`src/rtl/shift_seq_ctrl.sv`:
```
// Command sequencer for a universal shift register: parallel load, N shifts, capture.
// Build option SHIFT_SEQ_GAP_EN inserts a one-cycle hold (GAP) between consecutive shifts.
module shift_seq_ctrl #(
    parameter int unsigned WIDTH = 4,
    parameter int unsigned CNT_W = 3
) (
    input  logic             clk,
    input  logic             reset,
    input  logic             in_valid,
    output logic             in_ready,
    input  logic [WIDTH-1:0] in_data,
    input  logic             in_dir,
    input  logic [CNT_W-1:0] in_count,
    output logic [1:0]       mode,
    output logic [WIDTH-1:0] parallel_in,
    input  logic [WIDTH-1:0] reg_q,
    output logic             busy,
    output logic             done,
    output logic [WIDTH-1:0] result
);

    localparam int unsigned MODE_W = 2;

    localparam logic [MODE_W-1:0] MODE_HOLD  = 2'b00;
    localparam logic [MODE_W-1:0] MODE_RIGHT = 2'b01;
    localparam logic [MODE_W-1:0] MODE_LEFT  = 2'b10;
    localparam logic [MODE_W-1:0] MODE_LOAD  = 2'b11;

    typedef enum logic [2:0] {
        S_IDLE    = 3'd0,
        S_LOAD    = 3'd1,
        S_SHIFT   = 3'd2,
        S_CAPTURE = 3'd3,
        S_GAP     = 3'd4
    } state_e;

    state_e             state_q, state_d;
    logic [CNT_W-1:0]   cnt_q, cnt_d;
    logic [WIDTH-1:0]   data_q, data_d;
    logic               dir_q, dir_d;
    logic [MODE_W-1:0]  mode_q, mode_d;
    logic [WIDTH-1:0]   parallel_in_q, parallel_in_d;
    logic [WIDTH-1:0]   result_q, result_d;
    logic               done_q, done_d;
    logic               busy_q, busy_d;
    logic               in_ready_q, in_ready_d;
    logic               accept_c;

    // State and registered outputs; outputs are computed from the next state so they
    // line up cycle-for-cycle with the state they describe.
    always_ff @(posedge clk or posedge reset) begin
        if (reset) begin
            state_q       <= S_IDLE;
            cnt_q         <= '0;
            data_q        <= '0;
            dir_q         <= 1'b0;
            mode_q        <= MODE_HOLD;
            parallel_in_q <= '0;
            result_q      <= '0;
            done_q        <= 1'b0;
            busy_q        <= 1'b0;
            in_ready_q    <= 1'b1;
        end else begin
            state_q       <= state_d;
            cnt_q         <= cnt_d;
            data_q        <= data_d;
            dir_q         <= dir_d;
            mode_q        <= mode_d;
            parallel_in_q <= parallel_in_d;
            result_q      <= result_d;
            done_q        <= done_d;
            busy_q        <= busy_d;
            in_ready_q    <= in_ready_d;
        end
    end

    always_comb begin
        state_d       = state_q;
        cnt_d         = cnt_q;
        data_d        = data_q;
        dir_d         = dir_q;
        mode_d        = MODE_HOLD;
        parallel_in_d = parallel_in_q;
        result_d      = result_q;
        done_d        = 1'b0;
        busy_d        = 1'b0;
        in_ready_d    = 1'b0;
        accept_c      = in_valid && in_ready_q;

        case (state_q)
            S_IDLE: begin
                if (accept_c) begin
                    data_d  = in_data;
                    dir_d   = in_dir;
                    cnt_d   = in_count;
                    state_d = S_LOAD;
                end
            end
            S_LOAD: begin
                state_d = (cnt_q != '0) ? S_SHIFT : S_CAPTURE;
            end
            S_SHIFT: begin
                cnt_d = cnt_q - CNT_W'(1);
                if (cnt_q == CNT_W'(1)) begin
                    state_d = S_CAPTURE;
                end else begin
`ifdef SHIFT_SEQ_GAP_EN
                    state_d = S_GAP;
`else
                    state_d = S_SHIFT;
`endif
                end
            end
            S_GAP: begin
                state_d = S_SHIFT;
            end
            S_CAPTURE: begin
                result_d = reg_q;
                done_d   = 1'b1;
                state_d  = S_IDLE;
            end
            default: begin
                state_d = S_IDLE;
            end
        endcase

        // Mode for the coming cycle; GAP, CAPTURE and IDLE all hold.
        case (state_d)
            S_LOAD:  mode_d = MODE_LOAD;
            S_SHIFT: mode_d = dir_d ? MODE_LEFT : MODE_RIGHT;
            default: mode_d = MODE_HOLD;
        endcase

        parallel_in_d = data_d;
        busy_d        = (state_d != S_IDLE);
        in_ready_d    = (state_d == S_IDLE);
    end

    assign mode        = mode_q;
    assign parallel_in = parallel_in_q;
    assign result      = result_q;
    assign done        = done_q;
    assign busy        = busy_q;
    assign in_ready    = in_ready_q;

endmodule

```
`config.mk`:
```
export PLATFORM = sky130hd
export DESIGN_NAME = shift_seq_ctrl
export DESIGN_NICKNAME = d
export VERILOG_FILES = /design/src/rtl/shift_seq_ctrl.sv
export SDC_FILE = /design/constraint.sdc
export NUM_CORES = 1
export LEC_CHECK = 0
export CORE_ASPECT_RATIO = 1.1
export CORE_MARGIN = 3
export CORE_UTILIZATION = 45
export DETAILED_ROUTE_END_ITERATION = 7
export PLACE_DENSITY = 0.75
export SYNTH_ARGS = -nofsm -noshare
export SYNTH_HDL_FRONTEND = slang
export SYNTH_SLANG_ARGS = --single-unit
```
`constraint.sdc`:
```
create_clock -name clk -period 1.9 [get_ports clk]
set_clock_uncertainty 0.1 [all_clocks]
set_input_delay 0.57 -clock clk [delete_from_list [all_inputs] [get_ports clk]]
set_output_delay 0.57 -clock clk [all_outputs]
set_load 0.005 [all_outputs]
```
Yosys cells after proc, flatten, opt, wreduce, memory -nomap -nowiden

Index checks and enable logic that the tools add are counted.

Bits of input ports: 15
Logic and storage cells: 37
Output and inout port bits: 13
Bits in registers: 20

Reduce and logical (&&, ||, !) cells: 8
Equal/unequal tests: 8
Mux-type cells: 11
$add $sub $neg: 1

Operator list:

| cell                                             | count |
|---|---|
| one-hot mux 3 bit (4 select lines)               | 1 |
| == test 3 x 1 -> 1 bit, second input constant    | 3 |
| == test 3 x 2 -> 1 bit, second input constant    | 3 |
| logical NOT 3 bit                                | 2 |
| two-way mux 3 bit                                | 2 |
| one-hot mux 3 bit (2 select lines)               | 1 |
| nonzero test 3 bit                               | 2 |
| two-way mux 1 bit                                | 5 |
| one-hot mux 2 bit (2 select lines)               | 1 |
| AND reduction 2 bit                              | 2 |
| == test 3 bit, second input constant             | 1 |
| subtractor 3 x 1 -> 3 bit, second input constant | 1 |
| two-way mux 2 bit                                | 1 |
| inequality test 2 bit, second input constant     | 1 |
| nonzero test 2 bit                               | 1 |
| logical AND 1 bit                                | 1 |

Logic depth before layout (Yosys ltp)

Word-level depth: 5
Mapped depth: 5
Depth with buffers taken out: 5

Least setup slack after synthesis

Ideal clock, no wire load.

Path type: input -> register
Start point: in in_valid
End point: reg dir_q
Slack: 0.378 ns
Arrival time: 1.294 ns
Cell stages on the path: 3
Cells stage by stage: nand3b_1 nor3_4 mux2_1

Word-level cells in the longest chain between the ends: 3

RTL lines:

| element              | RTL line | RTL |
|---|---|---|
| from (decl)          | 9        | `input logic in_valid,` |
| logical AND 1 bit    | 88       | `accept_c = in_valid && in_ready_q;` |
| two-way mux 1 bit    | 92       | `if (accept_c) begin` |
| two-way mux 1 bit    | 90       | `case (state_q)` |
| named net dir_d      | 40       | `logic dir_q, dir_d;` |
| to (signal assigned) | 67       | `dir_q <= dir_d;` |
| to (decl)            | 40       |  |

The timed path passes the listed nets, and every way through them passes these cells.
A chain may end at the register's enable or synchronous reset.

Worst setup path in the final report

Start point: reg parallel_in_q[1], in the netlist parallel_in[1]
End point: out parallel_in[1]

RTL lines:

| element                | RTL line | RTL |
|---|---|---|
| from (decl)            | 42       | `logic [WIDTH-1:0] parallel_in_q, parallel_in_d;` |
| from (signal assigned) | 69       | `parallel_in_q <= parallel_in_d;` |
| to (decl)              | 15       | `output logic [WIDTH-1:0] parallel_in,` |

No word-level cell between the ends.

==> out/metrics.yaml <==
status: "completed"
coreArea_sq_um: 1900
fp-row-count: 16
fin_cells: 137
ctsHoldBuffers: 0
register_area_sq_um: 502
multi_input_area_sq_um: 412
post-route-min-period_ns: 1.85
clk_path_buf_depth: 2
cellLeakagePower_nw: 0.587
critPathBufInv: 1
dp_hpwl_um: 1350
power_mw: 1.83
crit_family: "buffers and inverters"
synthesis.area_sq_um: 956
synth_cells: 77
place_inst: 132
cp-end-kind: "output port"
drt_iter0_markers: 11
drc: 0
fmax_mhz: 541
p_sw_uw: 542
fin_nets: 129
hold_path.class: "input pin to asynchronous set/reset pin"
period_share_pct: 97.4
area_growth_pct: 39.0
arrival_ns: 1.18
place_area_sq_um: 1270
synth_edf_count: 0
insertion_delay_ns: 0.31
cts.reportedPaths.clkPinSlew_ns: 0.12
synth_top_area_share_pct: 49.7
critical_path_class: "register to output port"
clockPowerShare_pct: 19.0
setup_viol: 0
yosysMostFrequentCell: "dfrtp_1"
grt_start_max_net_pins: 13
dieWidth_um: 49.9
critPathSlowestCell: "clkdlybuf4s50_1"
ant_nets: 0
dr.pass1.iters: 3
routed_wl_um: 1810
netlist_top_cells_count: "dfrtp_1, mux2_1, o21ai_0"
gp_congestion: 0.753
dieArea_sq_um: 2710
grt_overflow: 0
synth_ff_type: "dfrtp_1"
yosysTopAreaCell: "dfrtp_1"
avgSynthCellArea_sq_um: 12.4
synth-async-reset-ratio_pct: 100
grt_pass1_vias: 787
initial_core_util_pct: 50.3
path_max_fanout: 2
grt_pass1_wl_um: 3330
final-hold-violation-count: 0
antenna_found_initial: 0
nFillCells: 146
cp_slowest_stage_delay_ns: 0.51
synth_seq_area_share_pct: 52.5
vias: 706
worstPathRequired_ns: 1.23
switching_share_pct: 29.7
power_frac_comb_pct: 39.1
ir_drop_mv: 0.919
yosys_warnings: 0
htree_num_levels: 1
ios: 28
grt_usage_pct: 16.5
cp-start-kind: "register"
synth_cell_type_count: 35
power.density_nw_per_um2: 1380
cts_sinks: 20
path_cells: "clkdlybuf4s50_1"
syn_nets: 95
cts_tree: "yes"
cts_buffers: 3
vias_per_cell: 5.15
dieHeight_um: 54.3
slew_violations: 0
finalCoreUtilization_pct: 69.9
drive_gt1_share_pct: 14.5
maxCapViolations: 0
clockRootBuffer: "clkbuf_4"
design_area_sq_um: 1330
grt_setup_unrepaired: "no"
ys_seq_elements: 20
power_frac_seq_pct: 41.9
synth_area_leaders: "dfrtp_1, mux2_1, ha_1"
post_drt_wl_per_cell_um: 13.2
internal_power_mw: 1.29
antenna-diode-count: 0
setup-tns-final_ns: 0
io_buffers: 27
what timing repair did:
item / 4_1_cts / 5_1_grt
buffers inserted: 1 / 0
setup endpoints to repair: 1 / 0
resized for setup: 1 / 0
endpoints found under the hold margin: 0 / 0
power by group through the flow:
stage | Sequential, mW | Clock [mW] | Combinational, mW
floorplan | 0.727 | 0 | 0.403
global placement | 0.769 | 0 | 0.693
detailed placement | 0.777 | 0 | 0.707
CTS | 0.767 | 0.359 | 0.726
global route | 0.795 | 0.369 | 0.810
finish | 0.765 | 0.348 | 0.714
cells in the final DEF, fill, tap and decap left out, drive strengths merged, types with 3 or more instances in the layout:
master,count
ha,3
nand2b,3
inv,4
o21ai,5
buf,6
dfrtp,19
clkbuf,3
mux2,9
clkdlybuf4s50,26
worst paths after layout:
check | slack [ns] | endpoint | from | cells after the start
max in group asynchronous | 0.82 | in_ready$_DFF_PP1_ | reset | 3
hold / removal | 0.39 | parallel_in[1]$_DFFE_PP0P_ | reset | 2
setup / recovery | 0.05 | parallel_in[1] | parallel_in[1]$_DFFE_PP0P_ | 1
hold reg to reg | 0.40 | result[1]$_DFFE_PP0P_ | result[1]$_DFFE_PP0P_ | 1
setup reg to reg | 0.27 | parallel_in[0]$_DFFE_PP0P_ | in_ready$_DFF_PP1_ | 4
min in group clk | 0.40 | result[1]$_DFFE_PP0P_ | result[1]$_DFFE_PP0P_ | 1
state kept, by name, indices dropped and copies added, names as in the netlist:
register     count
cnt_q            3
in_ready         1
dir_q            1
state_q          3
result           4
busy             1
mode             2
done             1
parallel_in      4
metrics by stage:
| stage | setup slack (ns) | hold WS [ns] |
|---|---|---|
| floorplan | 0.378 | 0.381 |
| global placement | -0.160 | 0.370 |
| detailed placement | -0.172 | 0.384 |
| CTS | 0.0292 | 0.387 |
| global route | 0.000680 | 0.409 |
| finish | 0.0499 | 0.388 |
per-layer routing:
metal | routed length, um | vias up | track usage [%]
met3 | 140 | 0 | 5.45
met1 | 769 | 344 | 17.7
met4 | 0 | 0 | 6.91
met5 | 0 | - | 0
met2 | 899 | 21 | 30.4
li1 | - | 341 | -
kinds of logic (layout without fill, tap and decap cells):
kind of cell	Yosys count	after routing	share of synthesized area [%]
mux	9	9	10.6
flops	20	20	52.5
fa+ha+maj	3	3	3.93
other cells	1	1	0.392
compound gates	15	15	11.0
buf+inv	8	41	4.45
simple gates	21	21	17.1
final cells by class:
type,count,share of cell area (%)
tap,27,2.54
inverter,4,1.13
multi-input combinational,49,31.0
timing repair buffer,33,23.6
clock buffer,3,1.69
sequential,20,37.8
clock inverter,1,2.26
No activity file was read; power rests on OpenSTA's default activity.
